**config.mk**
```make
export PLATFORM = sky130hd
export DESIGN_NAME = regfile_wr_arbiter
export DESIGN_NICKNAME = d
export VERILOG_FILES = /design/src/rtl/regfile_pkg.sv /design/src/rtl/regfile_wr_slot.sv /design/src/rtl/regfile_wr_arbiter.sv
export SDC_FILE = /design/constraint.sdc
export NUM_CORES = 1
export LEC_CHECK = 0
export BUFFER_PORTS_ARGS = -buffer_cell sky130_fd_sc_hd__clkbuf_2
export CAP_MARGIN = 20
export CORE_ASPECT_RATIO = 1.1
export CORE_MARGIN = 1
export CORE_UTILIZATION = 58
export CTS_BUF_LIST = sky130_fd_sc_hd__clkbuf_2
export DETAILED_ROUTE_END_ITERATION = 8
export PLACE_DENSITY = 0.88
export SLEW_MARGIN = 25
export SYNTH_ARGS = -nofsm -noshare
export SYNTH_HDL_FRONTEND = slang
export SYNTH_HIERARCHICAL = 1
export SYNTH_SLANG_ARGS = --single-unit
```
**constraint.sdc**
```tcl
create_clock -name Clk -period 5.8 [get_ports Clk]
set_input_delay 0.87 -clock Clk [delete_from_list [all_inputs] [get_ports Clk]]
set_output_delay 0.87 -clock Clk [all_outputs]
set_load 0.02 [all_outputs]
```
**src/rtl/regfile_pkg.sv**
```systemverilog
// Shared widths and types for the register-file writeback path.
// Pure declarations; no timing or flow control of its own.
package regfile_pkg;
  localparam int DATA_W   = 8;
  localparam int ADDR_W   = 3;
  localparam int NUM_REGS = 1 << ADDR_W;

  typedef struct packed {
    logic [ADDR_W-1:0] addr;
    logic [DATA_W-1:0] data;
  } wr_req_t;

  typedef enum logic {
    SRC_A = 1'b0,
    SRC_B = 1'b1
  } wr_src_e;
endpackage

```
**src/rtl/regfile_wr_slot.sv**
```systemverilog
// One-entry write holding slot: loads on valid && ready, empties when granted.
// Zero-bubble: ready stays high through a grant, so a drain and a refill share one edge.
module regfile_wr_slot
  import regfile_pkg::*;
(
  input  logic    clk_i,
  input  logic    rst_i,
  input  logic    valid_i,
  input  wr_req_t req_i,
  output logic    ready_o,
  input  logic    grant_i,
  output logic    full_o,
  output wr_req_t req_o
);

  logic    full_q, full_d;
  wr_req_t req_q, req_d;
  logic    load;

  assign ready_o = !rst_i && (!full_q || grant_i);
  assign load    = valid_i && ready_o;

  always_comb begin
    full_d = full_q;
    req_d  = req_q;
    if (load) begin
      full_d = 1'b1;
      req_d  = req_i;
    end else if (grant_i) begin
      full_d = 1'b0;
    end
  end

  always_ff @(posedge clk_i) begin
    if (rst_i) begin
      full_q <= 1'b0;
      req_q  <= '0;
    end else begin
      full_q <= full_d;
      req_q  <= req_d;
    end
  end

  assign full_o = full_q;
  assign req_o  = req_q;

endmodule

```
**src/rtl/regfile_wr_arbiter.sv**
```systemverilog
// Two writeback requesters share the register-file write port via one slot each and a
// round-robin arbiter; a write is presented the cycle after acceptance, loser's ready stays low.
module regfile_wr_arbiter
  import regfile_pkg::*;
(
  input  logic                Clk,
  input  logic                Reset,
  input  logic                ReqA_Valid,
  input  logic [ADDR_W-1:0]   ReqA_Addr,
  input  logic [DATA_W-1:0]   ReqA_Data,
  output logic                ReqA_Ready,
  input  logic                ReqB_Valid,
  input  logic [ADDR_W-1:0]   ReqB_Addr,
  input  logic [DATA_W-1:0]   ReqB_Data,
  output logic                ReqB_Ready,
  output logic                WriteEn,
  output logic [ADDR_W-1:0]   Waddr,
  output logic [DATA_W-1:0]   DataIn,
  output logic [NUM_REGS-1:0] Pending
);

  wr_req_t in_a, in_b, slot_a, slot_b;
  logic    full_a, full_b, grant_a, grant_b, load_a, load_b;
  wr_src_e gsel, rr_q, rr_d;
  logic    a_older_q, a_older_d;

  assign in_a = '{addr: ReqA_Addr, data: ReqA_Data};
  assign in_b = '{addr: ReqB_Addr, data: ReqB_Data};

  regfile_wr_slot u_slot_a (
    .clk_i   (Clk),
    .rst_i   (Reset),
    .valid_i (ReqA_Valid),
    .req_i   (in_a),
    .ready_o (ReqA_Ready),
    .grant_i (grant_a),
    .full_o  (full_a),
    .req_o   (slot_a)
  );

  regfile_wr_slot u_slot_b (
    .clk_i   (Clk),
    .rst_i   (Reset),
    .valid_i (ReqB_Valid),
    .req_i   (in_b),
    .ready_o (ReqB_Ready),
    .grant_i (grant_b),
    .full_o  (full_b),
    .req_o   (slot_b)
  );

  assign load_a = ReqA_Valid && ReqA_Ready;
  assign load_b = ReqB_Valid && ReqB_Ready;

  // Same-address contention must drain the older write first so the younger one lands last.
  always_comb begin
    gsel = SRC_A;
    if (full_a && full_b) begin
      if (slot_a.addr == slot_b.addr) gsel = a_older_q ? SRC_A : SRC_B;
      else                            gsel = rr_q;
    end else if (full_b) begin
      gsel = SRC_B;
    end
  end

  assign grant_a = !Reset && full_a && (gsel == SRC_A);
  assign grant_b = !Reset && full_b && (gsel == SRC_B);

  always_comb begin
    rr_d      = rr_q;
    a_older_d = a_older_q;
    if (full_a && full_b) rr_d = (gsel == SRC_A) ? SRC_B : SRC_A;
    if (load_a && load_b)  a_older_d = 1'b1;
    else if (load_a)       a_older_d = !(full_b && !grant_b);
    else if (load_b)       a_older_d = full_a && !grant_a;
  end

  always_ff @(posedge Clk) begin
    if (Reset) begin
      rr_q      <= SRC_A;
      a_older_q <= 1'b1;
    end else begin
      rr_q      <= rr_d;
      a_older_q <= a_older_d;
    end
  end

  // Outputs are forced quiet during reset so buffered writes never reach the register file.
  assign WriteEn = !Reset && (full_a || full_b);

  always_comb begin
    Waddr   = '0;
    DataIn  = '0;
    Pending = '0;
    if (grant_a) begin
      Waddr  = slot_a.addr;
      DataIn = slot_a.data;
    end else if (grant_b) begin
      Waddr  = slot_b.addr;
      DataIn = slot_b.data;
    end
    if (!Reset) begin
      if (full_a) Pending[slot_a.addr] = 1'b1;
      if (full_b) Pending[slot_b.addr] = 1'b1;
    end
  end

endmodule

```
# Word level (Yosys, flattened, before mapping)
# Index checks and enable logic that the tools add are counted.
dict set report word_totals {
  register_bits 26
  inputBits 26
  output_inout_bits 22
  word_cells 66
}
dict set report classes {
  n_lt_le_gt_ge 4
  eq_ne 1
  muxes 23
  n_bitwise 2
  n_reduce_logical 28
}
# op n
set op_table {}
lappend op_table {{$mux 8} 6}
lappend op_table {{$logic_and 1x1->1} 15}
lappend op_table {{$mux 1} 13}
lappend op_table {{$lt 3x4->1 const B} 2}
lappend op_table {{$or 8x8->8} 1}
lappend op_table {{$demux 1 s3} 2}
lappend op_table {{$ge 3x1->1 const B} 2}
lappend op_table {{$logic_not 1->1} 6}
lappend op_table {{$mux 3} 2}
lappend op_table {{$reduce_bool 2->1} 3}
lappend op_table {{$eq 3x3->1} 1}
lappend op_table {{$logic_or 1x1->1} 3}
lappend op_table {{$reduce_or 2->1} 1}
lappend op_table {{$not 1->1} 1}

# Longest topological paths before layout
dict set report logic_depth {
  word_depth 10
  ltp_mapped 11
  mapped_depth_nobuf 10
}

# By module
# The synthesis kept the hierarchy.
# module instances cells_per_inst area_per_inst_um2 seq_area_each_um2
set by_module_without_submodules {}
lappend by_module_without_submodules {regfile_wr_slot 2 53 554.3 240.2}
lappend by_module_without_submodules {regfile_wr_arbiter 1 73 539.3 40.0}

# Least setup slack after synthesis
# OpenSTA, ideal clock, no wires.
dict set report synth_timing {
  path_kind {register to output}
  start {register u_slot_a.req_q, in the netlist u_slot_a/req_o[10]}
  end {output port ReqB_Ready}
  t_arrival_ns 1.994
  setup_slack_ns 2.936
  path_stages_with_launch 7
  path_buffers 1
  path_cell_list {dfxtp_1 -> xor2_1 -> or4_4 -> a311oi_4 -> buf_6 -> nor2b_4 -> nor2_1}
}
dict set report synth_between {
  elab_chain_len 6
}
# element line
set synth_lines {}
lappend synth_lines {{start: declaration} regfile_wr_slot.sv:17} ;# wr_req_t req_q, req_d;
lappend synth_lines {{start signal: assignment} regfile_wr_slot.sv:40} ;# req_q <= req_d;
lappend synth_lines {{$eq 3x3->1} regfile_wr_arbiter.sv:59} ;# if (slot_a.addr == slot_b.addr) gsel = a_older_q ? SRC_A : SRC_B;
lappend synth_lines {{$mux 1} regfile_wr_arbiter.sv:59}
lappend synth_lines {{$mux 1} regfile_wr_arbiter.sv:58} ;# if (full_a && full_b) begin
lappend synth_lines {{$logic_and 1x1->1} regfile_wr_arbiter.sv:67} ;# assign grant_b = !Reset && full_b && (gsel == SRC_B);
lappend synth_lines {{net grant_b} regfile_wr_arbiter.sv:23} ;# logic full_a, full_b, grant_a, grant_b, load_a, load_b;
lappend synth_lines {{$logic_or 1x1->1} regfile_wr_slot.sv:20} ;# assign ready_o = !rst_i && (!full_q || grant_i);
lappend synth_lines {{$logic_and 1x1->1} regfile_wr_slot.sv:20}
lappend synth_lines {{end: declaration} regfile_wr_arbiter.sv:15} ;# output logic ReqB_Ready,
# The timed path passes the listed nets, and every way through them passes these cells.

# Final worst setup path
dict set report layout_timing {
  start {register u_slot_a.req_q, in the netlist u_slot_a/req_o[10]}
  end {output port ReqB_Ready}
}
dict set report layout_between {
  elab_chain_len 6
}
# element line
set layout_lines {}
lappend layout_lines {{$eq 3x3->1} regfile_wr_arbiter.sv:59}
lappend layout_lines {{$mux 1} regfile_wr_arbiter.sv:59}
lappend layout_lines {{$mux 1} regfile_wr_arbiter.sv:58}
lappend layout_lines {{$logic_and 1x1->1} regfile_wr_arbiter.sv:67}
lappend layout_lines {{$logic_or 1x1->1} regfile_wr_slot.sv:20}
lappend layout_lines {{$logic_and 1x1->1} regfile_wr_slot.sv:20}
# Every way passes these cells.

==> key figures <==
Run status
  – Status: finished clean

Timing
  – Hold Violations, Final: 0
  – RSZ-0062 raised after global routing: no
  – Post-route setup TNS: 0 ps
  – Final Cycle Share: around 64%
  – Worst Skew: approximately 16 ps
  – Min Clock Period, post-route: about 3700 ps
  – Worst Max-Slew Pin Slew: roughly 760 ps
  – Fmax: approximately 0.27 GHz
  – Slew margin rel.: 49.36%
  – Pins Over Slew Limit: 0
  – Final setup violation count: 0

Layout
  – Most common cell after layout, fill and taps aside: clkbuf_2
  – ANT cells: 0
  – Area Overhead vs Synth: 12.60%
  – Commonest cells after routing, fill and taps aside: clkbuf_2 (50), nand2b_1 (44), dfxtp_1 (26)
  – Layout cells sized above 1: approximately 30%
  – Final net count: about 250

Synth
  – Post-synth EDFFs: 0
  – Yosys warnings: 6
  – Mapped Cells: ~180
  – Netlist Area Pre-Place: between 1500 and 2000 µm²
  – Synth unique cells: 32
  – Share of Yosys cell area claimed by the top area cell type: 31.59%
  – Cell types occupying the most area after synthesis: dfxtp_1 (32%), nand2b_1 (17%), mux2i_1 (13%)
  – Sequential cell area fraction in the yosys report: about a third
  – Synth Register Bits: 26
  – Top cell type by total area after synthesis: dfxtp_1
  – Ys async rst share: 0%
  – Syn Nets: around 210
  – Post-synth top flop: dfxtp_1
  – Mean post-synth cell area: ~9.2 µm²

Run
  – Total of max-cap violations: 0

Critical path
  – CP Class: register to output pin
  – CP Launch Type: register
  – CP arrival: roughly 2800 ps
  – Req. time, crit path: about 5000 ps
  – Crit. End Element: output pin
  – Crit Path Max Fanout: 12

Detailed routing
  – Routed WL: ~3600 µm
  – Avg Vias per Cell: 5.744
  – DR iter-0 viols: 18
  – DRC Markers: 0
  – Total vias in the final route: 1436
  – DR pass1 iterations: 4
  – DR WL/cell: around 14 µm
  – Post-DRT Antenna Nets: 0

Power
  – Pwr/cell area: about 190 nW/µm²
  – Gate power share: between 20% and 30%
  – Pleak: ~0.86 nW
  – Worst VDD drop: roughly 0.15 mV
  – Net Sw Frac: between 30% and 40%
  – P_sw: around 0.12 mW
  – Flop pwr share: between 50% and 60%
  – Pwr Total: roughly 0.36 mW
  – Clk pwr share: 18.3%
  – Internal Power: 0.2461 mW

Clock tree
  – Post-cts resize count: 0
  – Clk_lat worst skew: 360 ps
  – CTS tree: yes
  – Root Driver: clkbuf_2
  – Clock Path Buffers: 2
  – Post-CTS repair timing setup buffer count: 0
  – Clock slew at reported path FFs: around 230 ps
  – H-tree depth: 1
  – CTS Sinks: 26
  – Hold buffers post-CTS: 0
  – CTS buffer count: 3

Floorplanning
  – IO Count: 48
  – Core box area: around 2600 µm²
  – Chip Width: 52.82 µm
  – Initial Utilization: approximately 64%
  – # rows: 19
  – Die height: 57.91 µm
  – Die area: slightly above 3000 µm²

Placement
  – Post-DP HPWL: roughly 2700 µm
  – Number of port buffers: 47
  – Placer Congestion: roughly 0.76

Global routing
  – Tot GR Track Use: a little over a quarter
  – Number of global-route vias before repair: around 1400
  – Largest net degree at the start of global routing: 40
  – Total grt overflow: 0
  – Initial antenna violation count: 0
  – First-pass GRT wire length: 6092 µm

Min path
  – Hold crit path type: register to register
power groups by stage:
| stage | Clock [mW] | Combinational [mW] | Sequential, mW |
|---|---|---|---|
| 6_report | 0.0661 | 0.0876 | 0.207 |
| 3_3_place_gp | 0 | 0.0830 | 0.210 |
| 5_1_grt | 0.0761 | 0.0958 | 0.210 |
| 4_1_cts | 0.0689 | 0.0874 | 0.207 |
| 3_5_place_dp | 0 | 0.0873 | 0.211 |
| 2_1_floorplan | 0 | 0.0713 | 0.204 |
flip-flops by register name, indices dropped and copies added, names as in the netlist:
name / count
u_slot_b/req_o: 11
u_slot_b/full_o: 1
u_slot_a/req_o: 11
u_slot_a/full_o: 1
a_older_q: 1
rr_q: 1
per-stage QoR:
stage / setup WS [ps] / cell area (µm²) / hold WS, ps / cells / utilization, %
floorplan: 2936 / 1648 / 448.7 / 179 / -
global placement: 2332 / 1841 / 466.8 / 247 / 71.03
detailed placement: 2215 / 1841 / 474.6 / 247 / 71.03
CTS: 2122 / 1856 / 500.1 / 250 / 71.61
global route: 1943 / 1856 / 527.7 / 250 / 71.61
finish: 2101 / 1856 / 498.3 / 250 / 71.61
synth_stat cells (3+ instances only):
library cell and count:
nand2b_1 44, dfxtp_1 26, mux2i_1 22, nor2_1 16
a32o_2 9, clkbuf_1 7, nand3_1 6, a21oi_1 5
nand2_1 5, nor2b_1 5, nor2b_4 4, a22oi_1 3
xor2_1 3
logic make-up after synthesis:
group,share of synthesized area (%)
buf+inv,5.619
mux,13.36
flops,31.59
xor+xnor,1.595
simple gates,31.74
compound gates,16.10
cell type report:
type                       instances  area, µm²
multi-input combinational        141       1035
fill                             225      735.7
sequential                        26      520.5
timing repair buffer              48      242.7
tap                               31      38.79
clock buffer                       3      15.01
inverter                           1      3.754
path summary, 6_finish.rpt:
check | start | endpoint | slack (ps) | cells after the start
min reg2reg | u_slot_a/req_o[0] | u_slot_a/req_o[0] | 500 | 2
max reg2reg | u_slot_a/req_o[10] | u_slot_b/req_o[10] | 3050 | 6
max | u_slot_a/req_o[10] | ReqB_Ready | 2100 | 6
min | u_slot_a/req_o[0] | u_slot_a/req_o[0] | 500 | 2
worst max-delay path: stages, from the launching register on:
cell and delay (ps):
dfxtp_1 560, xor2_1 180, or4_4 570, a311oi_4 650
nor2b_4 110, nor2_1 190, clkbuf_2 210
metal layers:
layer | share of wire, % | track usage (%)
met3 | 4.9 | 3.150
met4 | 2.0 | 11.28
met1 | 44 | 30.88
met2 | 49 | 47.92
met5 | 0 | 0
(Power assumes the default switching activity.)
